$ cat src/rtl/router_pkg.sv
// router_pkg: state encoding and header layout shared by the
// router output-side reader and its parity checker.
package router_pkg;

    localparam int LEN_MSB        = 7;
    localparam int LEN_LSB        = 2;
    localparam int ADDR_W         = 2;
    localparam int ROUTER_TIMEOUT = 29;

    typedef enum logic [2:0] {
        S_IDLE,
        S_WAIT,
        S_HDR,
        S_HDR_CAP,
        S_PAYLOAD,
        S_DRAIN
    } rd_state_t;

    // Reads still owed after the header: L payload bytes plus parity.
    function automatic logic [6:0] hdr_reads(
        input logic [LEN_MSB:LEN_LSB] len
    );
        return {1'b0, len} + 7'd1;
    endfunction

endpackage

$ cat src/rtl/router_rd_parity.sv
// router_rd_parity: running XOR over header and payload, compared
// against the trailing parity byte when it appears.
module router_rd_parity
    import router_pkg::*;
(
    input  logic       clk,
    input  logic       resetn,
    input  logic       sop,
    input  logic       byte_vld,
    input  logic       eop,
    input  logic [7:0] data,
    output logic       parity_err
);

    logic [7:0] acc;

    always_ff @(posedge clk or negedge resetn) begin
        if (!resetn) begin
            acc <= 8'h00;
        end else if (byte_vld) begin
            acc <= sop ? data : (acc ^ data);
        end
    end

    assign parity_err = eop && (acc != data);

endmodule

$ cat src/rtl/router_out_reader.sv
// router_out_reader: drains one packet at a time from the router output
// FIFO. Define ROUTER_RD_PARITY_CHECK_EN to enable the parity checker.
module router_out_reader
    import router_pkg::*;
#(
    parameter int RD_DELAY = 0
) (
    input  logic       clk,
    input  logic       resetn,
    input  logic       vld_out,
    input  logic [7:0] data_out,
    input  logic       soft_reset,
    input  logic       ready,
    output logic       read_enb,
    output logic [7:0] pkt_data,
    output logic       pkt_valid,
    output logic       pkt_sop,
    output logic       pkt_eop,
    output logic       parity_err,
    output logic       pkt_abort,
    output logic [7:0] pkt_count,
    output logic       busy
);

    localparam logic [4:0] WAIT_LOAD =
        (RD_DELAY > 0) ? 5'(RD_DELAY - 1) : 5'd0;

    rd_state_t  state;
    rd_state_t  state_nxt;
    logic [6:0] remaining;
    logic [6:0] remaining_nxt;
    logic [4:0] wait_cnt;
    logic [4:0] wait_cnt_nxt;
    logic       flush;

    assign flush    = soft_reset && (state != S_IDLE);
    assign busy     = (state != S_IDLE);
    assign pkt_data = pkt_valid ? data_out : 8'h00;

    always_comb begin
        state_nxt     = state;
        remaining_nxt = remaining;
        wait_cnt_nxt  = wait_cnt;
        read_enb      = 1'b0;
        unique case (state)
            S_IDLE: begin
                if (vld_out) begin
                    if (RD_DELAY > 0) begin
                        state_nxt    = S_WAIT;
                        wait_cnt_nxt = WAIT_LOAD;
                    end else begin
                        state_nxt = S_HDR;
                    end
                end
            end
            S_WAIT: begin
                if (wait_cnt == 5'd0) begin
                    state_nxt = S_HDR;
                end else begin
                    wait_cnt_nxt = wait_cnt - 5'd1;
                end
            end
            S_HDR: begin
                if (vld_out && ready) begin
                    read_enb  = 1'b1;
                    state_nxt = S_HDR_CAP;
                end
            end
            S_HDR_CAP: begin
                remaining_nxt = hdr_reads(data_out[LEN_MSB:LEN_LSB]);
                state_nxt     = S_PAYLOAD;
            end
            S_PAYLOAD: begin
                if (vld_out && ready && (remaining != 7'd0)) begin
                    read_enb      = 1'b1;
                    remaining_nxt = remaining - 7'd1;
                    if (remaining == 7'd1) begin
                        state_nxt = S_DRAIN;
                    end
                end
            end
            S_DRAIN: begin
                state_nxt = S_IDLE;
            end
            default: begin
                state_nxt = S_IDLE;
            end
        endcase
        // The FIFO is being emptied under us: issue nothing more.
        if (flush) begin
            state_nxt     = S_IDLE;
            remaining_nxt = 7'd0;
            read_enb      = 1'b0;
        end
    end

    always_ff @(posedge clk or negedge resetn) begin
        if (!resetn) begin
            state     <= S_IDLE;
            remaining <= 7'd0;
            wait_cnt  <= 5'd0;
        end else begin
            state     <= state_nxt;
            remaining <= remaining_nxt;
            wait_cnt  <= wait_cnt_nxt;
        end
    end

    always_ff @(posedge clk or negedge resetn) begin
        if (!resetn) begin
            pkt_valid <= 1'b0;
            pkt_sop   <= 1'b0;
            pkt_eop   <= 1'b0;
            pkt_abort <= 1'b0;
            pkt_count <= 8'd0;
        end else begin
            pkt_valid <= read_enb;
            pkt_sop   <= read_enb && (state == S_HDR);
            pkt_eop   <= read_enb && (state == S_PAYLOAD)
                         && (remaining == 7'd1);
            // A flush landing on the parity byte still completes the packet.
            pkt_abort <= flush && !pkt_eop;
            if (pkt_eop) begin
                pkt_count <= pkt_count + 8'd1;
            end
        end
    end

`ifdef ROUTER_RD_PARITY_CHECK_EN
    router_rd_parity u_parity (
        .clk        (clk),
        .resetn     (resetn),
        .sop        (pkt_sop),
        .byte_vld   (pkt_valid && !pkt_eop),
        .eop        (pkt_eop),
        .data       (data_out),
        .parity_err (parity_err)
    );
`else
    assign parity_err = 1'b0;
`endif

endmodule

$ cat config.mk
export PLATFORM = sky130hd
export DESIGN_NAME = router_out_reader
export DESIGN_NICKNAME = d
export VERILOG_FILES = /design/src/rtl/router_pkg.sv /design/src/rtl/router_rd_parity.sv /design/src/rtl/router_out_reader.sv
export SDC_FILE = /design/constraint.sdc
export NUM_CORES = 1
export LEC_CHECK = 0
export CELL_PAD_IN_SITES_DETAIL_PLACEMENT = 2
export CELL_PAD_IN_SITES_GLOBAL_PLACEMENT = 2
export CORE_UTILIZATION = 32
export DETAILED_ROUTE_END_ITERATION = 8
export GPL_ROUTABILITY_DRIVEN = 0
export GPL_TIMING_DRIVEN = 0
export PLACE_DENSITY = 0.93
export SYNTH_ARGS = -nofsm -noshare
export SYNTH_HDL_FRONTEND = slang
export SYNTH_HIERARCHICAL = 1
export SYNTH_SLANG_ARGS = --single-unit
$ cat constraint.sdc
create_clock -name clk -period 3.95 [get_ports clk]
set_clock_uncertainty 0.2 [all_clocks]
set_input_delay 0.79 -clock clk [delete_from_list [all_inputs] [get_ports clk]]
set_output_delay 0.79 -clock clk [all_outputs]
set_load 0.1 [all_outputs]
Word-level counts from Yosys, hierarchy flattened
Cells that the tools add are included.
{ "totals": {"wordCells": 54, "ff_bits": 27} }
{ "op_classes": {"eq_ne": 10, "mux": 15, "addsub": 4, "n_reduce_logical": 16, "n_bitwise": 1} }
{ "ops": {"columns": ["op", "count"], "rows": [
  ["two-way mux 3 bit", 6],
  ["inequality test 3 bit, second input constant", 5],
  ["case mux 3 bit (5 select lines)", 1],
  ["two-way mux 7 bit", 2],
  ["case mux 7 bit (2 select lines)", 1],
  ["adder 8 x 1 -> 8 bit, second input constant", 1],
  ["two-way mux 8 bit", 1],
  ["adder 6 x 1 -> 7 bit, second input constant", 1],
  ["equality test 7 x 1 -> 1 bit, second input constant", 1],
  ["logical AND 1 bit", 7],
  ["nonzero test 7 bit", 1],
  ["subtractor 7 x 1 -> 7 bit, second input constant", 1],
  ["equality test 3 x 2 -> 1 bit, second input constant", 2],
  ["nonzero test 3 bit", 2],
  ["zero test 5 bit", 1],
  ["AND reduction 5 bit", 1],
  ["subtractor 5 x 1 -> 5 bit, second input constant", 1],
  ["AND reduction 2 bit", 2],
  ["equality test 3 x 1 -> 1 bit, second input constant", 1],
  ["equality test 3 bit, second input constant", 1],
  ["zero test 3 bit", 1],
  ["two-way mux 1 bit", 3],
  ["case mux 1 bit (2 select lines)", 1],
  ["zero test 1 bit", 1],
  ["inverter 1 bit", 1]
]} }

Logic depth before layout (Yosys ltp)
{ "depth": {"ltp_word": 7, "mapped_depth": 6} }

Least setup slack after synthesis
No wires, ideal clock.
{ "synth_timing": {"path_kind": "input port to output port", "from": "in vld_out", "to": "out read_enb", "path_slack_ns": -0.146, "stages": 2, "t_required_ns": 2.960, "arrival_time_ns": 3.106, "cell_sequence": "nand3b_1 -> nor3_1"} }
{ "synth_between": {"elab_chain_cells": 5, "elab_cells_between_ends": 6, "classes_between": "4 x mux; 2 x reduce/logical"} }
{ "synth_lines": {"columns": ["element", "line", "text"], "rows": [
  ["start: declaration", "router_out_reader.sv:10", "input logic vld_out,"],
  ["logical AND 1 bit (*)", "router_out_reader.sv:64, router_out_reader.sv:74", null],
  ["logical AND 1 bit", "router_out_reader.sv:74", "if (vld_out && ready && (remaining != 7'd0)) begin"],
  ["two-way mux 1 bit", "router_out_reader.sv:74", null],
  ["case mux 1 bit (2 select lines) (*)", "router_out_reader.sv:45", "unique case (state)"],
  ["two-way mux 1 bit (*)", "router_out_reader.sv:90", "if (flush) begin"],
  ["end: declaration", "router_out_reader.sv:14", "output logic read_enb,"]
]} }
Mark *: on every way between the ends. The rest lies on a longest branch, timed or not.

Final worst setup path
Ends and elaborated chain as after synthesis.

==> flow_summary.toml <==
[status]
status = "completed"

[synthesis]
synthCells = 168
synth.distinct_cells = 41
synth_top_area_cell = "dfrtp_1"
syn_nets = 188
synthTopCellsByArea = "dfrtp_1 (43%), ha_1 (5.5%), xnor2_1 (5.0%)"
yosys_warnings = 6
ys_seq_area_share_pct = 42.8
yosysTopAreaCellShare_pct = 42.8
ys_seq_elements = 27
syn_area_per_cell_um2 = 9.41
synth_edf_count = 0
async_reset_ff_share_pct = 100
syn_area_mm2 = 0.00158
synth_top_flop_cell = "dfrtp_1"

[routing]
drt-initial-drc-count = 64
drc = 0
wl_per_cell_um = 18.0
ant_nets = 0
vias_per_cell = 5.35
drtPass1Iterations = 4
wirelength_um = 4920
via_count = 1461

[floorplanning]
die_w_um = 72.3
die_h_um = 72.3
rows = 25
core_region_area_mm2 = 0.00472
start_util_pct = 33.5
ios = 36
die_area_mm2 = 0.00522

[power]
p_switching_uw = 379
p_sw_share_pct = 43.2
total_power_uw = 876
vdd_drop_max_uv = 163
pwr-share-clk_pct = 18.3
p_leak_uw = 0.000841
seqPwrFrac_pct = 40.6
power.internal_uw = 498
p_per_area_mw_per_mm2 = 428
p_comb_share_pct = 41.1

[critical_path]
path_delay_family = "buffers and inverters"
required_ns = 2.96
cp-end-kind = "output port"
slowest_delay_ns = 0.90
worstPathCellList = "clkdlybuf4s50_1, nand3b_1, nor3_2, dlygate4sd2_1"
worst_setup_path_start_kind = "input port"
path_class = "input port to output port"
arrival_ns = 2.79
crit_buf_inv = 2
cp_max_fo = 6
cp_slowest_cell = "dlygate4sd2_1"

[clock_network]
htree_levels = 1
cts_resized = 1
clk_pin_slew_ns = 0.10
clkSinkCount = 27
cts_root_buf = "clkbuf_8"
clockBufferDepth = 2
clk_latency_ns = 0.27
cts_tree = "built"
cts_buffers = 3
post-cts-setup-buffers = 0
cts_hold_buf = 0

[final_layout]
layout.nets = 227
final_cell_mix = "clkdlybuf4s50_1 (32), dfrtp_1 (27), nand2_1 (14)"
fill_cells = 523
drive_gt1_share_pct = 6.31
n_antenna_cell = 0
syn_to_final_growth_pct = 29.6
fin_util_pct = 43.4
final_common_cell = "clkdlybuf4s50_1"

[timing]
setup-violations-final = 0
hold_viol = 0
timing.final.ws_setup_ns = 0.167
rsz0062_at_grt = "no"
max_freq_ghz = 0.264
finalCritPeriodShare_pct = 95.8
max_slew_margin_pct = 34.5
worstMarginPinSlew_ns = 0.979
timing.final.crit_period_ns = 3.78
slew_viol_final = 0

[global_routing]
grt_antenna_before_repair = 0
grt.overflow.total = 0
grt_pass1_vias = 1578
grtUsageTotal_pct = 19.9
grt_max_degree = 28
grt_pass1_wl_um = 7990

[placement]
hpwl_um = 3570
io_buffers = 34
dp_worst_setup_slack_ns = -0.136

[run]
max-cap-violations = 0

[worst_hold_path]
hold_class = "flip-flop to flip-flop"
synthesized netlist by cell type (3+ instances only):
master    instances
a21oi_1           7
a22o_1            5
and2_1            9
clkbuf_1          3
dfrtp_1          27
ha_1              7
inv_1             7
nand2_1          14
nand3_1           7
nand3b_1          4
nand4_1           3
nor2_1           12
nor3_1            6
nor4_1            3
o21ai_0           7
o22ai_1           3
or3_1             3
xnor2_1           9
xor2_1            5
power by group through the flow:
stage	combinational (uW)	sequential (uW)	clock [uW]
2_1_floorplan	221	371	0
3_3_place_gp	333	355	0
3_5_place_dp	347	357	0
4_1_cts	359	354	168
5_1_grt	385	360	176
6_report	360	356	161
state kept, by name, summed over array words and instances, names as in the netlist:
register	cells
pkt_count	8
remaining	7
wait_cnt	5
state	3
pkt_abort	1
pkt_eop	1
pkt_sop	1
pkt_valid	1
worst paths after layout:
path	startpoint	to	slack, ns	cells past startpoint
worst max-delay path	vld_out	read_enb	0.17	4
worst min-delay path	pkt_count[7]	pkt_count[7]	0.28	1
worst max register to register	remaining[0]	remaining[6]	1.50	6
worst min register to register	pkt_count[7]	pkt_count[7]	0.28	1
max in group asynchronous	resetn	state[0]	2.82	1
min in group asynchronous	resetn	pkt_count[0]	0.32	1
area by class of cell:
| cell class | instances | area, um2 | share of cell area [%] |
|---|---|---|---|
| Buffer | 7 | 33.8 | 1.65 |
| Clock buffer | 4 | 45.0 | 2.20 |
| Inverter | 7 | 26.3 | 1.28 |
| Multi-Input combinational cell | 127 | 850 | 41.5 |
| Sequential cell | 27 | 676 | 33.0 |
| Tap cell | 67 | 83.8 | 4.09 |
| Timing Repair Buffer | 34 | 334 | 16.3 |
per-stage QoR:
stage	std cells	area [um2]	setup TNS, ns	hold slack [ns]
2_1_floorplan	168	1590	0	0.246
3_3_place_gp	269	2010	-0.0935	0.257
3_5_place_dp	269	2010	-0.136	0.269
4_1_cts	273	2050	0	0.287
5_1_grt	273	2050	0	0.291
6_report	273	2050	0	0.279
kinds of logic after synthesis:
family / count (synthesis) / share of synthesized area [%]
flops: 27 / 42.8
simple gates: 71 / 24.5
fa+ha+maj: 7 / 5.54
mux: 1 / 0.713
buf+inv: 14 / 3.80
xor+xnor: 14 / 7.76
compound gates: 33 / 14.6
other cells: 1 / 0.237
per-layer routing:
metal | vias up | track usage (%) | part of all wire [%]
li1 | 672 | - | -
met1 | 741 | 24.7 | 41
met2 | 41 | 36.9 | 54
met3 | 7 | 1.67 | 3.3
met4 | 0 | 5.23 | 1.5
met5 | - | 0 | 0
Note: power is estimated with default switching activity, not from simulation.
